<file path="src/rtl/mul_pkg.sv">
// rtl/mul_pkg.sv - shared types and constants for the shift-add multiplier sequencer
package mul_pkg;

  // Sequencer states; outputs are decoded from the registered state only.
  typedef enum logic [1:0] {
    IDLE = 2'd0,
    LOAD = 2'd1,
    CALC = 2'd2,
    DONE = 2'd3
  } state_e;

  // Default operand width; the product register is twice this wide.
  localparam int MUL_WIDTH = 32;

  // Index of the final add-shift iteration for a given operand width.
  function automatic int iter_last(input int width);
    return width - 1;
  endfunction

  localparam int ITER_LAST = iter_last(MUL_WIDTH);

endpackage

</file>
<file path="src/rtl/mul_addsub.sv">
// rtl/mul_addsub.sv - combinational (WIDTH+1)-bit add/subtract for the product upper half
module mul_addsub #(
  parameter int WIDTH = 32
) (
  input  logic [WIDTH:0] i_a,
  input  logic [WIDTH:0] i_b,
  input  logic           i_sub,
  output logic [WIDTH:0] o_sum
);

  // Subtract is a + ~b + 1; with i_sub tied low the inversion and carry-in fold away.
  assign o_sum = i_a + (i_b ^ {(WIDTH + 1){i_sub}}) + {{WIDTH{1'b0}}, i_sub};

endmodule

</file>
<file path="src/rtl/mul_sequencer.sv">
// rtl/mul_sequencer.sv - shift-add multiplier sequencer; MUL_SIGNED_EN selects two's complement operands
module mul_sequencer
  import mul_pkg::*;
#(
  parameter int WIDTH = MUL_WIDTH
) (
  input  logic                 clk,
  input  logic                 Reset,
  input  logic                 Run,
  input  logic [WIDTH-1:0]     Multiplier_in,
  input  logic [WIDTH-1:0]     Multiplicand_out,
  output logic                 W_ctrl,
  output logic [2*WIDTH-1:0]   Product_out,
  output logic                 Busy,
  output logic                 Ready
);

  localparam int CW = $clog2(WIDTH);
  localparam logic [CW-1:0] LAST_CNT = CW'(iter_last(WIDTH));

  state_e             r_state;
  state_e             w_next;
  logic [CW-1:0]      r_count;
  logic [2*WIDTH-1:0] r_product;

  logic               w_last;
  logic               w_ext_hi;
  logic               w_ext_mc;
  logic               w_sub;
  logic [WIDTH:0]     w_a;
  logic [WIDTH:0]     w_b;
  logic [WIDTH:0]     w_sum;

  assign w_last = (r_count == LAST_CNT);

`ifdef MUL_SIGNED_EN
  // Sign-extend both operands; the multiplier's sign bit carries negative weight, so the
  // last iteration subtracts the multiplicand instead of adding it.
  assign w_ext_hi = r_product[2*WIDTH-1];
  assign w_ext_mc = Multiplicand_out[WIDTH-1];
  assign w_sub    = w_last & r_product[0];
`else
  assign w_ext_hi = 1'b0;
  assign w_ext_mc = 1'b0;
  assign w_sub    = 1'b0;
`endif

  assign w_a = {w_ext_hi, r_product[2*WIDTH-1:WIDTH]};
  assign w_b = r_product[0] ? {w_ext_mc, Multiplicand_out} : '0;

  mul_addsub #(
    .WIDTH (WIDTH)
  ) u_addsub (
    .i_a   (w_a),
    .i_b   (w_b),
    .i_sub (w_sub),
    .o_sum (w_sum)
  );

  assign Product_out = r_product;

  // State, iteration count and product register.
  always_ff @(posedge clk) begin
    if (!Reset) begin
      r_state   <= IDLE;
      r_count   <= '0;
      r_product <= '0;
    end else begin
      r_state <= w_next;
      case (r_state)
        LOAD: begin
          r_product <= {{WIDTH{1'b0}}, Multiplier_in};
          r_count   <= '0;
        end
        CALC: begin
          // The (WIDTH+1)-bit sum's top bit (carry or sign) enters the MSB as P shifts right.
          r_product <= {w_sum, r_product[WIDTH-1:1]};
          if (!w_last) begin
            r_count <= r_count + 1'b1;
          end
        end
        default: begin
        end
      endcase
    end
  end

  // Next-state and output decode from the registered state.
  always_comb begin
    w_next = r_state;
    W_ctrl = 1'b0;
    Busy   = 1'b0;
    Ready  = 1'b0;
    case (r_state)
      IDLE: begin
        if (Run) begin
          w_next = LOAD;
        end
      end
      LOAD: begin
        W_ctrl = 1'b1;
        Busy   = 1'b1;
        w_next = CALC;
      end
      CALC: begin
        Busy = 1'b1;
        if (w_last) begin
          w_next = DONE;
        end
      end
      DONE: begin
        Ready  = 1'b1;
        w_next = IDLE;
      end
      default: begin
        w_next = IDLE;
      end
    endcase
  end

endmodule

</file>
<file path="config.mk">
export PLATFORM = sky130hd
export DESIGN_NAME = mul_sequencer
export DESIGN_NICKNAME = d
export VERILOG_FILES = /design/src/rtl/mul_pkg.sv /design/src/rtl/mul_addsub.sv /design/src/rtl/mul_sequencer.sv
export SDC_FILE = /design/constraint.sdc
export NUM_CORES = 1
export LEC_CHECK = 0
export ABC_AREA = 1
export CORE_UTILIZATION = 24
export DETAILED_ROUTE_END_ITERATION = 8
export DONT_BUFFER_PORTS = 1
export PLACE_DENSITY = 0.35
export SETUP_SLACK_MARGIN = 0.1
export SLEW_MARGIN = 20
export SYNTH_ARGS = -nofsm -noshare
export SYNTH_HDL_FRONTEND = slang
export SYNTH_HIERARCHICAL = 1
export SYNTH_SLANG_ARGS = --single-unit
</file>
<file path="constraint.sdc">
create_clock -name clk -period 3 [get_ports clk]
set_clock_uncertainty 0.1 [all_clocks]
set_input_delay 0.75 -clock clk [delete_from_list [all_inputs] [get_ports clk]]
set_output_delay 0.75 -clock clk [all_outputs]
set_load 0.03 [all_outputs]
</file>
==> results of run 1 <==
-- cells in the mapped netlist (4+ instances only) --
| library cell | number | area (µm²) |
|---|---|---|
| nand2_1 | 343 | 1290 |
| inv_1 | 167 | 627 |
| nor2_1 | 108 | 405 |
| nand3_1 | 96 | 480 |
| dfxtp_1 | 71 | 1420 |
| a21oi_1 | 67 | 335 |
| xor2_1 | 45 | 394 |
| ha_1 | 37 | 463 |
| buf_2 | 26 | 130 |
| nand2_2 | 16 | 100 |
| o21ai_0 | 16 | 80.1 |
| buf_4 | 7 | 52.6 |
| clkbuf_1 | 6 | 22.5 |
| nor2_2 | 6 | 37.5 |
| nor3_2 | 5 | 50.1 |
| o21bai_1 | 4 | 30.0 |
| xnor2_1 | 4 | 35.0 |
-- final cells by class --
type / count / area [µm²] / area share [%]
clock inverters: 6 / 71.3 / 1.04
repair buffers: 30 / 254 / 3.69
multi-input cells: 763 / 3860 / 56.1
well taps: 324 / 405 / 5.90
flip-flops and latches: 71 / 1430 / 20.7
clock buffers: 9 / 225 / 3.28
inverters: 170 / 638 / 9.28
-- per-stage QoR --
| step | hold slack (ps) | area (µm²) | util (%) | std cells | setup WS [ps] |
|---|---|---|---|---|---|
| finish | 400 | 6880 | 27.9 | 1373 | 325 |
| global placement | 386 | 6550 | 26.6 | 1358 | 128 |
| floorplan | 362 | 6090 | - | 1043 | 356 |
| detailed placement | 389 | 6550 | 26.6 | 1358 | 98.6 |
| CTS | 397 | 6850 | 27.9 | 1373 | 168 |
| global route | 393 | 6880 | 27.9 | 1373 | 95.8 |
-- worst paths after layout --
kind                      to  slack, ps  cells after the start
max reg2reg  Product_out[56]        320                     14
min reg2reg       r_count[4]        400                      2
min               r_count[4]        400                      2
max          Product_out[56]        320                     14
-- registers in the layout, summed over array words and instances (netlist names) --
register,count
Product_out,64
r_count,5
r_state,2
-- power by group through the flow --
stage / clock [W] / combinational, W / sequential [W]
2_1_floorplan: 0 / 0.00219 / 0.00165
3_3_place_gp: 0 / 0.00295 / 0.00167
3_5_place_dp: 0 / 0.00294 / 0.00166
4_1_cts: 0.00120 / 0.00296 / 0.00165
5_1_grt: 0.00123 / 0.00332 / 0.00168
6_report: 0.00114 / 0.00291 / 0.00164
-- worst max-delay path: cells and delay by family (launching register included) --
family                   cells  cell delay, ps
AND/OR/NAND/NOR              7             700
AO/OA/AOI/OAI                3             580
flip-flops                   1             420
adder cells (fa/ha/maj)      1             370
buffers and inverters        2             300
XOR/XNOR                     1             160
-- kinds of logic after synthesis --
| group | count (synthesis) | share of synthesized area [%] |
|---|---|---|
| AO/OA/AOI/OAI | 93 | 8.05 |
| XOR/XNOR | 49 | 7.06 |
| adder cells (fa/ha/maj) | 38 | 7.95 |
| buffers and inverters | 209 | 13.9 |
| flip-flops | 71 | 23.4 |
| other | 1 | 0.0617 |
| AND/OR/NAND/NOR | 580 | 39.6 |
-- metal layers --
layer / GRT usage, % / share of wire [%] / up-vias
met3: 5.62 / 6.8 / 15
met2: 26.8 / 46 / 146
li1: - / - / 3174
met4: 4.20 / 1.6 / 0
met1: 19.8 / 46 / 2668
met5: 0 / 0 / -
-- cells in the final DEF (no fill, tap or decap), types with 2 or more instances in the layout --
cell type,n
a21oi_1,62
dfxtp_1,70
buf_12,2
xor2_1,45
nor3_2,5
clkinvlp_4,2
nand2_2,16
nor2_1,108
o21ai_0,16
inv_1,166
xnor2_1,4
clkbuf_16,9
a21oi_2,8
ha_2,2
ha_1,34
nor2_2,6
o21ai_1,2
o21bai_1,4
nand3_1,96
nor3_1,2
buf_4,27
clkinv_4,2
nand2_1,343
inv_2,4
conb_1,3
==> flow_summary.json, run 1 <==
{
  "crit_path_start_kind": "flop",
  "tightest_slew_ps": 723,
  "clkSinkCount": 71,
  "ys_types": 28,
  "hold_viol_final": 0,
  "min-delay-start": "r_count[4]",
  "arrival_ps": 2850,
  "yosysWarnings": 6,
  "std_cell_rows": 57,
  "cts_setup_buffers": 0,
  "io_pins": 134,
  "drv_cap": 0,
  "fillers": 2863,
  "grt_max_degree": 52,
  "drtIter0Drc": 198,
  "ctsHoldBuffers": 0,
  "endpoint_kind": "flop",
  "reg2reg_from": "Product_out[0]",
  "fp.coreArea_mm2": 0.0246,
  "crit_top_cell": "nand2_1",
  "cts_made_buffers": 9,
  "setup_viol": 0,
  "cp_max_fo": 13,
  "power.switching_w": 0.00299,
  "min_path_type": "reg -> reg",
  "synth_edf_count": 0,
  "relSlewSlack_pct": 51.7,
  "async_reset_ff_share_pct": 0,
  "overflow": 0,
  "clk_pin_slew_ps": 60,
  "vias": 6003,
  "critPathMaxStageDelay_ps": 420,
  "drcViolationCount": 0,
  "area_delta_synth_final_pct": 13.1,
  "fin_nets": 1150,
  "sequentialPowerShare_pct": 28.8,
  "insertion_delay_ps": 350,
  "path_cells": "buf_6 -> nand2_1 -> inv_1 -> xor2_1 -> ha_2 -> a21oi_2 -> nor2_1 -> nor2_1 -> nand2_1 -> a21oi_1 -> nand3_1 -> nand2_1 -> nand3_1 -> a21oi_1",
  "power.share.clock_pct": 20.1,
  "crit_slowest_cell": "dfxtp_4",
  "slew_viol_final": 0,
  "place.gp.congestion": 0.808,
  "static-leakage-power_nw": 3.80,
  "synth_ff_type": "dfxtp_1",
  "rsz0062_at_grt": "yes",
  "die_w_um": 161,
  "syn_avg_cell_area_um2": 5.84,
  "power_frac_comb_pct": 51.1,
  "critPathRequiredTime_ps": 3180,
  "yosysSeqAreaShare_pct": 23.4,
  "first_global_vias": 5890,
  "antenna_found_initial": 0,
  "tns_ps": 0,
  "post_drt_via_cell_ratio": 4.37,
  "post_cts_resize_count": 1,
  "critPathKind": "reg -> reg",
  "grt_pass1_wl_um": 32400,
  "internal-power_w": 0.00270,
  "ctsHtreeMaxLevel": 3,
  "numPortBuffers": 0,
  "cts_root_buf": "clkbuf_16",
  "syn_area_mm2": 0.00608,
  "totalWireLength_um": 20500,
  "post_drt_wl_per_cell_um": 14.9,
  "finalCritPeriodShare_pct": 89.2,
  "dp_hpwl_um": 15200,
  "track_usage_pct": 16.1,
  "powerDensity_mw_per_mm2": 828,
  "fmax_ghz": 0.374,
  "insertedDiodeCount": 0,
  "crit_start": "Product_out[0]",
  "worst_ir_drop_vdd_mv": 0.497,
  "initial_core_util_pct": 24.7,
  "power.total_w": 0.00569,
  "die_y_um": 161,
  "cts_tree": "built",
  "postSynthCellCount": 1041,
  "synth-seq-cells": 71,
  "status": "finished clean",
  "swShare_pct": 52.5,
  "die_area_mm2": 0.0260,
  "finalCriticalPeriod_ps": 2680,
  "cts_max_path_buffers": 2,
  "ant_nets": 0,
  "drive_gt1_share_pct": 8.67,
  "first_pass_iters": 4
}
No activity file was read; power rests on OpenSTA's default activity.
==> inputs of run 2 (changes only) <==
--- a/config.mk
+++ b/config.mk
@@ -5,7 +5,6 @@
 export SDC_FILE = /design/constraint.sdc
 export NUM_CORES = 1
 export LEC_CHECK = 0
-export ABC_AREA = 1
 export CORE_UTILIZATION = 24
 export DETAILED_ROUTE_END_ITERATION = 8
 export DONT_BUFFER_PORTS = 1
==> constraint.sdc (replaced) <==
create_clock -name clk -period 3 [get_ports clk]
set_clock_uncertainty 0.1 [all_clocks]
set_input_delay 0.75 -clock clk [delete_from_list [all_inputs] [get_ports clk]]
set_output_delay 0.75 -clock clk [all_outputs]
set_load 0.05 [all_outputs]
==> flow_summary.json, run 2 <==
{
  "ys_types": 50,
  "largest_register_ffs": 64,
  "fin_nets": 850,
  "crit_path_start_kind": "flop",
  "synth-seq-cells": 71,
  "grt_pass1_wl_um": 26200,
  "drv_cap": 0,
  "post_drt_wl_per_cell_um": 16.2,
  "yosysTopAreaCell": "dfxtp_1",
  "yosysWarnings": 6,
  "final_cell_mix": "buf_4 (106), nor2_1 (84), dfxtp_1 (70)",
  "crit_slowest_cell": "or4_4",
  "cp_max_fo": 11,
  "fp.coreArea_mm2": 0.0212,
  "postPlaceCellArea_mm2": 0.00622,
  "drive_gt1_share_pct": 24.1,
  "min_path_type": "reg -> reg",
  "place.gp.congestion": 0.890,
  "hold_viol_final": 0,
  "ys_top_cells_by_area": "dfxtp_1 (27%), ha_1 (8.8%), xor2_1 (7.8%)",
  "static-leakage-power_nw": 2.94,
  "powerDensity_mw_per_mm2": 858,
  "hold-worst-slack_ps": 400,
  "syn_area_mm2": 0.00526,
  "insertion_delay_ps": 340,
  "std_cell_rows": 53,
  "drcViolationCount": 0,
  "critPathMaxStageDelay_ps": 530,
  "grt_max_degree": 78,
  "status": "finished clean",
  "fmax_ghz": 0.340,
  "io_pins": 134,
  "post_drt_via_cell_ratio": 4.78,
  "critPathKind": "reg -> reg",
  "ant_nets": 0,
  "syn_avg_cell_area_um2": 7.96,
  "totalWireLength_um": 16600,
  "numPortBuffers": 0,
  "synth_edf_count": 0,
  "yosysSeqAreaShare_pct": 27.0,
  "cts_made_buffers": 9,
  "cts_root_buf": "clkbuf_16",
  "postSynthCellCount": 660,
  "ctsHoldBuffers": 0,
  "ctsHtreeMaxLevel": 3,
  "die_w_um": 150,
  "drtIter0Drc": 153,
  "critical_path.top_delay_family": "simple AND/OR/NAND/NOR gates",
  "antenna_found_initial": 1,
  "rsz0062_at_grt": "yes",
  "arrival_ps": 3050,
  "die_area_mm2": 0.0225,
  "vias": 4904,
  "critPathRequiredTime_ps": 3110,
  "finalCritPeriodShare_pct": 98.2,
  "design_area_mm2": 0.00683,
  "initial_core_util_pct": 24.8,
  "clkSinkCount": 71,
  "synth_top_area_share_pct": 27.0,
  "synth_ff_type": "dfxtp_1",
  "finalCriticalPeriod_ps": 2940,
  "worst_ir_drop_vdd_mv": 0.495,
  "area_delta_synth_final_pct": 29.9,
  "path_cells": "buf_4 -> buf_4 -> and2_1 -> xor2_1 -> ha_1 -> nand2_1 -> or4_4 -> o21ai_4 -> a21oi_1 -> xnor2_1 -> a21oi_1 -> nor2_1",
  "first_pass_iters": 4,
  "multi_input_area_mm2": 0.00380,
  "overflow": 0,
  "first_global_vias": 4929,
  "power.total_w": 0.00585,
  "stdcell_count": 1026,
  "fillers": 2272,
  "regArea_mm2": 0.00143,
  "setup_viol": 0,
  "cts_tree": "built",
  "relSlewSlack_pct": 60.5,
  "track_usage_pct": 14.9,
  "post-place-cells": 998,
  "cts_max_path_buffers": 2,
  "path_buf_inv": 2,
  "final_common_cell": "buf_4",
  "synthTopCellsByCount": "nor2_1 (84), a21oi_1 (75), dfxtp_1 (71)",
  "async_reset_ff_share_pct": 0,
  "clk_pin_slew_ps": 60,
  "slew_viol_final": 0,
  "synth.most_common_cell": "nor2_1",
  "dp_hpwl_um": 12100,
  "tightest_slew_ps": 592,
  "endpoint_kind": "flop",
  "die_y_um": 150
}
==> run 2: worst register-to-register path: stages (launching register included) <==
cell and delay (ps):
dfxtp_4 380, buf_4 160, buf_4 160, and2_1 150
xor2_1 140, ha_1 400, nand2_1 110, or4_4 530
o21ai_4 240, a21oi_1 120, xnor2_1 140, a21oi_1 140
nor2_1 60
==> run 2: area by class of cell <==
class                   count  area share, %
multi-input cells         538           55.7
flip-flops and latches     71           20.9
repair buffers            114           13.4
well taps                 275           5.04
clock buffers              11           3.56
clock inverters             5          0.843
inverters                  11          0.605
diodes                      1         0.0367
==> run 2: through the flow <==
| stage | setup slack (ps) | setup TNS, ps | util [%] |
|---|---|---|---|
| 6_report | 55.1 | 0 | 32.2 |
| 3_3_place_gp | -273 | -2450 | 29.3 |
| 3_5_place_dp | -256 | -2700 | 29.3 |
| 5_1_grt | -77.2 | -451 | 32.2 |
| 4_1_cts | 63.7 | 0 | 31.4 |
| 2_1_floorplan | 16.1 | 0 | - |
==> run 2: cells by family after synthesis <==
group                    share of synthesized area, %
AND/OR/NAND/NOR                                  20.1
AO/OA/AOI/OAI                                    21.2
flip-flops                                       27.0
XOR/XNOR                                         10.7
buffers and inverters                            5.17
adder cells (fa/ha/maj)                          9.19
multiplexers                                     6.50
other                                          0.0714
==> run 2: worst paths after layout <==
check,start,end,slack (ps),depth (start not counted)
hold / removal,r_count[4],r_count[4],400,2
hold reg to reg,r_count[4],r_count[4],400,2
setup / recovery,Product_out[0],Product_out[59],60,12
setup reg to reg,Product_out[0],Product_out[59],60,12
==> run 2: timing repair <==
item                       CTS  global route
setup endpoints to repair   14            19
pin swaps                    8            23
gates resized for setup     20            38
buffers inserted             8             3
==> run 2: power breakdown <==
group	switching, W	internal, W	leakage (nW)
combinational	0.00173	0.00120	2.21
clock	0.000457	0.000670	0.150
sequential	0.000640	0.00115	0.580
==> run 2: per-layer routing <==
layer | vias to the layer above | GRT usage [%] | wire length, µm
met2 | 123 | 25.6 | 7940
met3 | 11 | 3.41 | 954
met5 | - | 0 | 0
met4 | 0 | 4.70 | 201
li1 | 2464 | - | -
met1 | 2306 | 18.4 | 7540
